`src/rtl/jk_excite_driver.sv`:
```
// Drives J/K of a WIDTH-bit JK array from its read-back state to a captured target, then verifies.
// Optional macro JK_RETRY_EN: re-excite up to MAX_RETRY times after a failed verify.
module jk_excite_driver #(
  parameter int WIDTH       = 4,
  parameter int HOLD_CYCLES = 2,
  parameter int MAX_RETRY   = 3
) (
  input  logic             clk,
  input  logic             reset,
  input  logic             start,
  input  logic [WIDTH-1:0] target,
  input  logic [WIDTH-1:0] q_fb,
  output logic [WIDTH-1:0] j,
  output logic [WIDTH-1:0] k,
  output logic             busy,
  output logic             done,
  output logic             mismatch
);
  localparam int HW = $clog2(HOLD_CYCLES) + 1;

  if (HOLD_CYCLES < 1 || MAX_RETRY < 0) begin : g_param_check
    $error("jk_excite_driver: HOLD_CYCLES must be >= 1 and MAX_RETRY >= 0");
  end

  typedef enum logic [1:0] {IDLE, EXCITE, VERIFY, DONE} state_t;

  state_t           state, state_n;
  logic [WIDTH-1:0] tgt_r, tgt_n, j_n, k_n;
  logic [HW-1:0]    hold_cnt, hold_n;
  logic             busy_n, done_n, mismatch_n;

`ifdef JK_RETRY_EN
  localparam int RW = $clog2(MAX_RETRY + 1) + 1;
  logic [RW-1:0] retry_cnt, retry_n;
`endif

  // Set-only / reset-only drive: correct bits get J=K=0, so J&K is never 1.
  function automatic logic [2*WIDTH-1:0] excite(input logic [WIDTH-1:0] q, input logic [WIDTH-1:0] t);
    return {~q & t, q & ~t};
  endfunction

  always_comb begin
    state_n    = state;
    tgt_n      = tgt_r;
    hold_n     = hold_cnt;
    j_n        = '0;
    k_n        = '0;
    busy_n     = busy;
    done_n     = 1'b0;
    mismatch_n = mismatch;
`ifdef JK_RETRY_EN
    retry_n    = retry_cnt;
`endif
    case (state)
      IDLE: begin
        busy_n = 1'b0;
        if (start) begin
          tgt_n      = target;
          hold_n     = '0;
`ifdef JK_RETRY_EN
          retry_n    = '0;
`endif
          {j_n, k_n} = excite(q_fb, target);
          busy_n     = 1'b1;
          state_n    = EXCITE;
        end
      end
      EXCITE: begin
        if (hold_cnt == HW'(HOLD_CYCLES - 1)) begin
          state_n = VERIFY;
        end else begin
          hold_n     = hold_cnt + 1'b1;
          {j_n, k_n} = excite(q_fb, tgt_r);
        end
      end
      VERIFY: begin
        if (q_fb == tgt_r) begin
          state_n    = DONE;
          done_n     = 1'b1;
          busy_n     = 1'b0;
          mismatch_n = 1'b0;
        end else begin
`ifdef JK_RETRY_EN
          if (retry_cnt < RW'(MAX_RETRY)) begin
            retry_n    = retry_cnt + 1'b1;
            hold_n     = '0;
            {j_n, k_n} = excite(q_fb, tgt_r);
            state_n    = EXCITE;
          end else begin
            state_n    = DONE;
            done_n     = 1'b1;
            busy_n     = 1'b0;
            mismatch_n = 1'b1;
          end
`else
          state_n    = DONE;
          done_n     = 1'b1;
          busy_n     = 1'b0;
          mismatch_n = 1'b1;
`endif
        end
      end
      DONE: begin
        busy_n  = 1'b0;
        state_n = IDLE;
      end
      default: begin
        busy_n  = 1'b0;
        state_n = IDLE;
      end
    endcase
  end

  always_ff @(posedge clk or posedge reset) begin
    if (reset) begin
      state    <= IDLE;
      tgt_r    <= '0;
      hold_cnt <= '0;
      j        <= '0;
      k        <= '0;
      busy     <= 1'b0;
      done     <= 1'b0;
      mismatch <= 1'b0;
    end else begin
      state    <= state_n;
      tgt_r    <= tgt_n;
      hold_cnt <= hold_n;
      j        <= j_n;
      k        <= k_n;
      busy     <= busy_n;
      done     <= done_n;
      mismatch <= mismatch_n;
    end
  end

`ifdef JK_RETRY_EN
  always_ff @(posedge clk or posedge reset) begin
    if (reset) retry_cnt <= '0;
    else       retry_cnt <= retry_n;
  end
`endif

endmodule
```
`config.mk`:
```
export PLATFORM = sky130hd
export DESIGN_NAME = jk_excite_driver
export DESIGN_NICKNAME = d
export VERILOG_FILES = /design/src/rtl/jk_excite_driver.sv
export SDC_FILE = /design/constraint.sdc
export NUM_CORES = 1
export LEC_CHECK = 0
export CAP_MARGIN = 30
export CORE_MARGIN = 1.5
export CORE_UTILIZATION = 49
export CTS_CLUSTER_DIAMETER = 40
export DETAILED_ROUTE_END_ITERATION = 7
export GPL_TIMING_DRIVEN = 0
export MAX_ROUTING_LAYER = met4
export PLACE_DENSITY_LB_ADDON = 0.3
export REMOVE_ABC_BUFFERS = 1
export SYNTH_ARGS = -nofsm -noshare
export SYNTH_HDL_FRONTEND = slang
export SYNTH_SLANG_ARGS = --single-unit
```
`constraint.sdc`:
```
create_clock -name clk -period 1.7 [get_ports clk]
set_input_delay 0.34 -clock clk [delete_from_list [all_inputs] [get_ports clk]]
set_output_delay 0.34 -clock clk [all_outputs]
set_load 0.05 [all_outputs]
```
==> results.sh <==
export IMPL_synth_warnings=0
export IMPL_crit_family="flip-flops"
export IMPL_fin_nets=150
export IMPL_core_area_um2=1962
export IMPL_placed_area_um2=1259
export IMPL_drive_gt1_share_pct=11.29
export IMPL_crit_chain="inv_1 > ha_1 > and2b_2 > nor2_4 > mux2_4"
export IMPL_cts_tree="done"
export IMPL_clkSinkCount=19
export IMPL_synth_seq_cells=19
export IMPL_rr_worst_depth=5
export IMPL_peakVddDrop_v=0.001102
export IMPL_grt_pass1_vias=816
export IMPL_drtPass1Iterations=6
export IMPL_hold_viol=0
export IMPL_h_tree_depth=1
export IMPL_finalSetupTns_ns=0
export IMPL_grt_max_degree=20
export IMPL_cp_data_required_time_ns=1.89
export IMPL_final_min_clock_period_ns=1.575
export IMPL_dr_wl_met3_um=88
export IMPL_grt_pass1_wl_mm=3.574
export IMPL_die_area_um2=2385
export IMPL_hpwl_mm=1.504
export IMPL_pin_count=22
export IMPL_design_area_um2=1294
export IMPL_clk_latency_ns=0.30
export IMPL_antenna_found_initial=0
export IMPL_drc=0
export IMPL_cap_violations=0
export IMPL_routed_wl_met2_um=983
export IMPL_crit_cells=5
export IMPL_syn2layout_area_growth_pct=25.64
export IMPL_die_h_um=48.84
export IMPL_route_vias_total=791
export IMPL_initial_core_util_pct=52.49
export IMPL_worstSetupPathType="flop to flop"
export IMPL_viasPerCell=5.238
export IMPL_gr_total_overflow=0
export IMPL_rows=16
export IMPL_final_min_period_over_clock_period_pct=92.64
export IMPL_status="complete, no violations"
export IMPL_routabilityCongestion=0.7714
export IMPL_fillers=176
export IMPL_cts_made_buffers=3
export IMPL_ant_nets=0
export IMPL_syn_area_per_cell_um2=10.40
export IMPL_worstMarginPinSlew_ns=0.7024
export IMPL_die_w_um=48.84
export IMPL_antenna_cells=0
export IMPL_cts_hold_fix_buffers=0
export IMPL_max_slew_margin_pct=53.12
export IMPL_final_core_util_pct=65.94
export IMPL_p_per_area_nw_per_um2=1561
export IMPL_top_layer="met4"
export IMPL_wl_mm=2.005
export IMPL_io_buffers=21
export IMPL_cts_root_buffer="clkbuf_4"
export IMPL_clkTransAtPathRegs_ns=0.11
export IMPL_grt_use_total_pct=20.38
export IMPL_cp_slowest_cell="dfrtp_1"
export IMPL_clock_fmax_mhz=635.0
export IMPL_drv_slew=0
export IMPL_met1Wirelength_um=850
export IMPL_cp_arrival_ns=1.77
export IMPL_hold_class="input port to asynchronous set/reset pin"
export IMPL_path_buf_inv=1
export IMPL_rsz0062_at_grt="false"
export IMPL_critPathLaunchType="flop"
export IMPL_skew_ns=0.0009395
export IMPL_cp_max_fo=4
export IMPL_cts_buffer_depth=2
export IMPL_setup_viol=0
export IMPL_synthCells=99
export IMPL_p_leak_nw=0.6740
export IMPL_total_power_mw=2.020
export IMPL_drtIter0Drc=11
export IMPL_wire_per_inst_um=13.28
export IMPL_ys_types=28
export IMPL_seq_area_frac_synth_pct=46.17
export IMPL_slowest_delay_ns=0.42
export IMPL_syn_area_um2=1030
export IMPL_critical_path_endpoint_type="flop"
final cells by class:
type | instances | area [µm²] | share of cell area (%)
Clock buffer | 4 | 26.28 | 2.031
Inverter | 17 | 63.81 | 4.932
Multi-Input combinational cell | 61 | 483.0 | 37.33
Sequential cell | 19 | 475.5 | 36.75
Tap cell | 27 | 33.78 | 2.611
Timing Repair Buffer | 23 | 211.5 | 16.34
metal layers:
layer,up-vias,global-route usage [%]
met5,-,-
met4,0,12.38
met3,9,4.294
met2,20,32.65
met1,378,23.53
li1,384,-
synth_stat cells (all sizes together):
cell type / number / share of area [%]
and2: 2 / 1.3
a32oi: 7 / 6.0
and4: 1 / 0.85
dfrtp: 19 / 46
or4: 1 / 0.73
nand2: 7 / 2.6
mux2: 2 / 2.6
a21oi: 1 / 0.49
nor3b: 1 / 0.73
mux2i: 1 / 0.97
o31ai: 1 / 0.73
o31a: 1 / 0.85
clkbuf: 1 / 0.36
ha: 14 / 17
buf: 1 / 1.1
inv: 17 / 6.2
o41ai: 1 / 0.85
nand3: 1 / 0.49
nor2: 11 / 5.0
and2b: 1 / 0.85
nor2b: 1 / 0.85
o21ai: 7 / 3.4
flip-flops by register name, summed over array words and instances (netlist names):
name / flops
busy: 1
done: 1
hold_cnt: 2
j: 4
k: 4
mismatch: 1
state: 2
tgt_r: 4
cell usage in the layout, fill, tap and decap left out, types with 2 or more instances in the layout:
master           instances
a32oi_1                  7
buf_4                    2
clkbuf_4                 3
clkdlybuf4s50_1         10
dfrtp_1                 19
dlygate4sd2_1           11
ha_1                    13
inv_1                   16
nand2_1                  7
nor2_1                   9
o21ai_0                  6
timing repair:
action | CTS | global route
setup endpoints to repair | 12 | 1
buffers inserted | 0 | 2
gates resized for setup | 13 | 0
worst paths after layout:
path                          start  slack [ns]        to
max                        state[1]        0.13  state[1]
max in group asynchronous     reset        0.82      k[1]
min in group clk               busy        0.49      busy
max reg2reg                state[1]        0.13  state[1]
min                           reset        0.44  state[0]
min reg2reg                    busy        0.49      busy
cells by family (layout without fill, tap and decap cells):
logic type | count (synthesis) | after routing | synth area share (%)
DFF | 19 | 19 | 46.17
buffers and inverters | 19 | 44 | 7.654
and+or+nand+nor | 26 | 26 | 13.37
AOI/OAI and AO/OA | 18 | 18 | 12.27
adders and majority gates | 14 | 14 | 17.01
muxes | 3 | 3 | 3.523
power by group:
part | total [mW] | leakage, nW | switching, mW | internal, mW
logic | 1.09 | 0.415 | 0.678 | 0.409
registers | 0.703 | 0.244 | 0.0981 | 0.605
clock network | 0.230 | 0.0150 | 0.139 | 0.0914
per-stage QoR:
step,instances,worst slack (ns),hold WS [ns]
after floorplan,97,0.1504,0.2911
after global placement,145,-0.02611,0.4662
after detailed placement,145,-0.09892,0.4719
after CTS,149,0.06057,0.4655
after global routing,151,0.05840,0.5309
final,151,0.1252,0.4399
No activity file was read; power rests on OpenSTA's default activity.
